File: config.mk
export PLATFORM = sky130hd
export DESIGN_NAME = ccff_chain_loader_flat
export DESIGN_NICKNAME = d
export VERILOG_FILES = /design/src/rtl/ccff_chain_loader_pkg.sv /design/src/rtl/ccff_chain_loader_if.sv /design/src/rtl/ccff_crc8_serial.sv /design/src/rtl/ccff_chain_loader.sv /design/src/flat_wrapper.sv
export SDC_FILE = /design/constraint.sdc
export NUM_CORES = 1
export LEC_CHECK = 0
export CAP_MARGIN = 10
export CORE_MARGIN = 2
export CORE_UTILIZATION = 37
export DETAILED_ROUTE_END_ITERATION = 8
export GPL_TIMING_DRIVEN = 0
export PLACE_DENSITY_LB_ADDON = 0.05
export SLEW_MARGIN = 20
export SYNTH_ARGS = -nofsm -noshare
export SYNTH_HDL_FRONTEND = slang
export SYNTH_SLANG_ARGS = --single-unit
File: constraint.sdc
create_clock -name prog_clk -period 1.6 [get_ports prog_clk]
set_input_delay 0.32 -clock prog_clk [delete_from_list [all_inputs] [get_ports prog_clk]]
set_output_delay 0.32 -clock prog_clk [all_outputs]
set_load 0.01 [all_outputs]
File: src/rtl/ccff_chain_loader_pkg.sv
// Shared types and constants for the configuration-chain loader.
// The package name is ccff_pkg; the file name follows the block's own prefix.
package ccff_pkg;

    localparam int         CCFF_BYTE_W   = 8;
    localparam logic [7:0] CCFF_CRC_POLY = 8'h07;

    typedef enum logic [2:0] {
        ST_IDLE,
        ST_FETCH,
        ST_SHIFT,
        ST_VERIFY,
        ST_DONE
    } ccff_state_t;

    // One serial CRC-8 step, MSB-first feedback, zero init.
    function automatic logic [7:0] crc8_step(input logic [7:0] crc, input logic bit_in);
        logic fb;
        fb = crc[7] ^ bit_in;
        return {crc[6:0], 1'b0} ^ (fb ? CCFF_CRC_POLY : 8'h00);
    endfunction

endpackage

File: src/rtl/ccff_chain_loader_if.sv
// Bitstream byte stream between the bitstream source and the chain loader.
interface ccff_chain_loader_if;
    import ccff_pkg::*;

    logic [CCFF_BYTE_W-1:0] bs_data;
    logic                   bs_valid;
    logic                   bs_ready;

    modport master (output bs_data, output bs_valid, input bs_ready);
    modport slave  (input bs_data, input bs_valid, output bs_ready);

endinterface

File: src/rtl/ccff_crc8_serial.sv
// Bit-serial CRC-8 accumulator with synchronous clear and enable.
module ccff_crc8_serial
    import ccff_pkg::*;
(
    input  logic       prog_clk,
    input  logic       pReset,
    input  logic       clr,
    input  logic       en,
    input  logic       bit_in,
    output logic [7:0] crc
);

    always_ff @(posedge prog_clk) begin
        if (pReset || clr) begin
            crc <= 8'h00;
        end else if (en) begin
            crc <= crc8_step(crc, bit_in);
        end
    end

endmodule

File: src/rtl/ccff_chain_loader.sv
// Serialises stream bytes LSB-first into a configuration flip-flop chain and
// optionally recirculates the chain once to compare load and readback CRCs.
module ccff_chain_loader
    import ccff_pkg::*;
#(
    parameter int CHAIN_LEN = 30,
    parameter int BYTE_W    = 8,
    parameter int CNT_W     = $clog2(CHAIN_LEN + 1)
) (
    input  logic                 prog_clk,
    input  logic                 pReset,
    input  logic                 start,
    input  logic                 verify_en,
    ccff_chain_loader_if.slave   bs,
    output logic                 ccff_head,
    input  logic                 ccff_tail,
    output logic                 chain_shift_en,
    output logic                 busy,
    output logic                 done,
    output logic                 verify_ok,
    output logic                 verify_err,
    output logic [CNT_W-1:0]     bit_count
);

    ccff_state_t       state;
    logic [BYTE_W-1:0] shreg;
    logic [3:0]        nbits;
    logic              verify_q;
    logic [7:0]        crc_load;
    logic [7:0]        crc_rb;

    // Bits still owed to the chain, capped at one byte.
    function automatic logic [3:0] clamp_nbits(input int remaining);
        if (remaining >= BYTE_W) return 4'(BYTE_W);
        return 4'(remaining);
    endfunction

    assign bs.bs_ready      = (state == ST_FETCH);
    assign chain_shift_en   = (state == ST_SHIFT) || (state == ST_VERIFY);
    assign busy             = (state != ST_IDLE);
    assign done             = (state == ST_DONE);
    assign ccff_head        = (state == ST_SHIFT)  ? shreg[0] :
                              (state == ST_VERIFY) ? ccff_tail : 1'b0;

    ccff_crc8_serial u_crc_load (
        .prog_clk (prog_clk),
        .pReset   (pReset),
        .clr      ((state == ST_IDLE) && start),
        .en       (state == ST_SHIFT),
        .bit_in   (shreg[0]),
        .crc      (crc_load)
    );

    ccff_crc8_serial u_crc_rb (
        .prog_clk (prog_clk),
        .pReset   (pReset),
        .clr      ((state == ST_IDLE) && start),
        .en       (state == ST_VERIFY),
        .bit_in   (ccff_tail),
        .crc      (crc_rb)
    );

    // Byte shift register is pure data and needs no reset.
    always_ff @(posedge prog_clk) begin
        if ((state == ST_FETCH) && bs.bs_valid) begin
            shreg <= bs.bs_data;
        end else if (state == ST_SHIFT) begin
            shreg <= shreg >> 1;
        end
    end

    always_ff @(posedge prog_clk) begin
        if (pReset) begin
            state      <= ST_IDLE;
            nbits      <= 4'd0;
            verify_q   <= 1'b0;
            bit_count  <= '0;
            verify_ok  <= 1'b0;
            verify_err <= 1'b0;
        end else begin
            case (state)
                ST_IDLE: begin
                    if (start) begin
                        state      <= ST_FETCH;
                        verify_q   <= verify_en;
                        bit_count  <= '0;
                        verify_ok  <= 1'b0;
                        verify_err <= 1'b0;
                    end
                end
                ST_FETCH: begin
                    if (bs.bs_valid) begin
                        nbits <= clamp_nbits(CHAIN_LEN - int'(bit_count));
                        state <= ST_SHIFT;
                    end
                end
                ST_SHIFT: begin
                    nbits     <= nbits - 4'd1;
                    bit_count <= bit_count + CNT_W'(1);
                    if (nbits == 4'd1) begin
                        if (int'(bit_count) + 1 < CHAIN_LEN) begin
                            state <= ST_FETCH;
                        end else if (verify_q) begin
                            state     <= ST_VERIFY;
                            bit_count <= '0;
                        end else begin
                            state <= ST_DONE;
                        end
                    end
                end
                ST_VERIFY: begin
                    bit_count <= bit_count + CNT_W'(1);
                    if (int'(bit_count) == CHAIN_LEN - 1) begin
                        state <= ST_DONE;
                    end
                end
                ST_DONE: begin
                    state <= ST_IDLE;
                    if (verify_q) begin
                        verify_ok  <= (crc_load == crc_rb);
                        verify_err <= (crc_load != crc_rb);
                    end
                end
                default: state <= ST_IDLE;
            endcase
        end
    end

endmodule

File: src/flat_wrapper.sv
// flat-port wrapper written by rule: the top's interface ports become plain ports
module ccff_chain_loader_flat import ccff_pkg::*;
#(
    parameter int CHAIN_LEN = 30,
    parameter int BYTE_W    = 8,
    parameter int CNT_W     = $clog2(CHAIN_LEN + 1)
)
  (prog_clk, pReset, start, verify_en, ccff_head, ccff_tail, chain_shift_en, busy, done, verify_ok, verify_err, bit_count, bs_bs_data, bs_bs_valid, bs_bs_ready);
  ccff_chain_loader_if bs_i ();
  input  logic prog_clk;
  input  logic pReset;
  input  logic start;
  input  logic verify_en;
  output logic ccff_head;
  input  logic ccff_tail;
  output logic chain_shift_en;
  output logic busy;
  output logic done;
  output logic verify_ok;
  output logic verify_err;
  output logic [CNT_W-1:0] bit_count;
  input wire logic [$bits(bs_i.bs_data)-1:0] bs_bs_data;
  input wire logic [$bits(bs_i.bs_valid)-1:0] bs_bs_valid;
  output wire logic [$bits(bs_i.bs_ready)-1:0] bs_bs_ready;
  assign bs_i.bs_data = bs_bs_data;
  assign bs_i.bs_valid = bs_bs_valid;
  assign bs_bs_ready = bs_i.bs_ready;
  ccff_chain_loader #(.CHAIN_LEN(CHAIN_LEN), .BYTE_W(BYTE_W), .CNT_W(CNT_W)) u_core (.prog_clk(prog_clk), .pReset(pReset), .start(start), .verify_en(verify_en), .bs(bs_i), .ccff_head(ccff_head), .ccff_tail(ccff_tail), .chain_shift_en(chain_shift_en), .busy(busy), .done(done), .verify_ok(verify_ok), .verify_err(verify_err), .bit_count(bit_count));
endmodule
==> metrics.txt <==
final setup fails=3; Place WS=-251 ps; cell area after synthesis=0.00222 mm2; Mean Syn Cell Area=about 9.3 um2; die width=just over 80 um; global-route wire length before repair=8690 um; Final Cycle Share=100%; CORE AREA=about 0.006 mm2; layout cell share with drive strength beyond 1=roughly 29%; crit end category=flip-flop; internal power=between 1.5 and 2 mW; post-route cell area=approximately 0.003 mm2; area post-placement=between 0.002 and 0.003 mm2; H-tree levels=2; Starting DRT DRC Count=100; LEAKAGE=about 1.2 nW; initial antenna violation count=0; Port Buffer Count=25; main area contributors after synthesis=dfxtp_1 (28%), edfxtp_1 (11%), nand2_1 (8.3%); PD cells=roughly 750 mW/mm2; Crit path depth=5; area of the die=approximately 0.0066 mm2; Post-synth top cells=nand2_1 (49), dfxtp_1 (31), a21oi_1 (15), xnor2_1 (15), nor2_1 (13); largest net degree at the start of global routing=14; P_sw=0.606 mW; yosys synthesis warning count=0; failing checks=setup timing; fin. max-slew vios=0; Initial Util=38.0%; cell taking the most area after synthesis=dfxtp_1; vias per cell=5.08; switching share of power=27.2%; DR vias=about 1.8k; worst skew pair latency=300 ps; Final Hold Fails=0; crit-path max cell delay=between 300 and 400 ps; global route overflow=0; I/O Pins=26; Yosys reg bits=39; VDD IR max=just under 0.4 mV; top-count cell post-synth=nand2_1; Rows=28; crit-path cells=buf_4 > ha_1 > o22a_4 > a211oi_4 > a211oi_1; Inserted Clock Buffers=5; WP data required=1770 ps; layout net count=about 300; critical path type=reg2reg; RSZ-0062 raised after global routing=true; Period minus WS final=between 1500 and 2000 ps; FF-to-FF End=u_core.bit_count[2]$_SDFFE_PP0P_; Crit Path Max Fanout=4; Reg2Reg Depth=5; DRC Markers=0; Rel. slew slack=69.8%; CTS root buf=clkbuf_8; Max clock buf depth=2; top cell type's share of synthesized area=between 20% and 30%; Post-synth EDFFs=8; reg2reg setup slack=-5 ps; register area share after synthesis=between 30% and 40%; DRT Pass-1 Iters=4; CP max stage cell=dfxtp_4; crit path launch type=flip-flop; number of global-route vias before repair=1784; hold path depth=2; worst r2r src=u_core.bit_count[1]$_SDFFE_PP0P_; Sink Count=39; Reg clk slew, reported paths=80 ps; launch point of the worst path=u_core.bit_count[1]$_SDFFE_PP0P_; hold wc startpoint=u_core.verify_ok$_SDFFE_PP0P_; FFs w/ async S/R, synth=0%; synth-to-layout area growth=32.8%; Buf/Inv on CP=1; run status=finished, violations left; CP arrival=around 1800 ps; Clock Skews=between 3 and 4 ps; Max Clk Rate=a little over 600 MHz; Reg power frac=between 40% and 50%; Worst-Margin Slew=between 400 and 500 ps; hpwl dp=3600 um; die height=81.5 um; Yosys cell types=55; max cap viols=0; Primary FF master, synth=dfxtp_1; largest delay contributor family on the critical path=compound AO/OA/AOI/OAI gates; Cells after Synth=about 240; GPL Wtd Cong=~0.77; Post-Route WL=5300 um; Hold Path Sink=u_core.verify_ok$_SDFFE_PP0P_; Worst Hold Class=reg2reg; Comb pwr share=between 10% and 20%; fin worst setup slack=-5.20 ps; DR WL/cell=14.7 um; clock share of power=between 30 and 40%; diode count=0; Mapped Nets=around 260; CTS tree=built; DRT antenna net count=0; gr usage total=about 17%
-- per-layer routing --
layer | vias to the layer above | global-route usage [%] | share of wire (%)
li1 | 932 | - | -
met1 | 860 | 22.3 | 48
met2 | 35 | 27.9 | 46
met3 | 7 | 3.74 | 3.3
met4 | 0 | 6.95 | 2.1
met5 | - | 0 | 0
-- cells in the final DEF, fill, tap and decap left out, drive strengths merged, types with 2 or more instances in the layout --
cell | synthesis | final
inv | 8 | 8
ha | 5 | 5
edfxtp | 8 | 8
o221a | 2 | 2
nor2 | 13 | 13
a31oi | 3 | 3
clkbuf | 1 | 11
nand3 | 7 | 7
mux2i | 7 | 7
nand2 | 49 | 49
buf | 15 | 31
nand4 | 4 | 4
a211oi | 8 | 8
o21ai | 4 | 4
clkdlybuf4s50 | 0 | 17
clkinv | 0 | 2
a21oi | 15 | 15
xor2 | 3 | 3
nor3b | 5 | 5
dlymetal6s2s | 0 | 3
nand3b | 2 | 2
nor3 | 3 | 3
xnor2 | 15 | 15
o211ai | 3 | 3
and2 | 3 | 3
dfxtp | 31 | 31
o2bb2ai | 2 | 2
-- power groups by stage --
stage          Clock, mW  Sequential (mW)  Combinational [mW]
6_report           0.791             1.08               0.356
3_5_place_dp           0             1.10               0.304
5_1_grt            0.844             1.08               0.391
3_3_place_gp           0             1.10               0.305
4_1_cts            0.813             1.07               0.343
2_1_floorplan          0             1.09               0.197
-- flip-flops by register name, indices dropped and copies added (netlist names) --
signal                 count
u_core.u_crc_load.crc      8
u_core.verify_err          1
u_core.u_crc_rb.crc        8
u_core.verify_ok           1
u_core.state               3
u_core.nbits               4
u_core.shreg               8
u_core.bit_count           5
u_core.verify_q            1
-- logic make-up after synthesis --
logic type	synth area share [%]
AOI/OAI and AO/OA	17.3
xor gates and xnor gates	7.09
adders and majority gates	2.81
buffers and inverters	7.25
DFF	38.7
muxes	4.16
and+or+nand+nor	22.7
-- worst min-delay path, delay by kind of cell (launching register included) --
family	cells	cell delay, ps
simple gates	1	50
compound gates	1	60
flops	1	320
-- final cells by class --
cell class,count,area [um2]
Fill cell,557,2900
Multi-Input combinational cell,175,1330
Sequential cell,39,883
Timing Repair Buffer,40,345
Buffer,16,161
Clock buffer,6,93.8
Tap cell,75,93.8
Inverter,8,35.0
Clock inverter,2,13.8
-- worst max-delay path by stage --
stage / to / slack [ps]
after detailed placement: ccff_head / -250
after global routing: u_core.bit_count[3]$_SDFFE_PP0P_ / -50
final: u_core.bit_count[2]$_SDFFE_PP0P_ / -5
after CTS: u_core.bit_count[3]$_SDFFE_PP0P_ / -10
after floorplan: u_core.state[1]$_SDFFE_PP0P_ / -5
after global placement: ccff_head / -250
-- per-stage QoR --
stage                     utilization (%)  instances  total power [mW]  hold WS (ps)  setup TNS [ps]
after floorplan                         -        238              1.29           457           -5.05
after global placement               43.9        338              1.40           461           -3650
after detailed placement             43.9        338              1.40           462           -3180
after CTS                            48.6        355              2.23           471           -15.4
after global routing                 50.5        361              2.32           513            -183
final                                50.5        361              2.22           470           -14.6
-- timing repair --
| item | CTS | global route |
|---|---|---|
| hold buffers | 0 | 0 |
| resized for setup | 39 | 25 |
| setup buffers | 9 | 6 |
| pin swaps | 9 | 10 |
| endpoints found under the setup margin | 24 | 29 |
(Power assumes the default switching activity.)
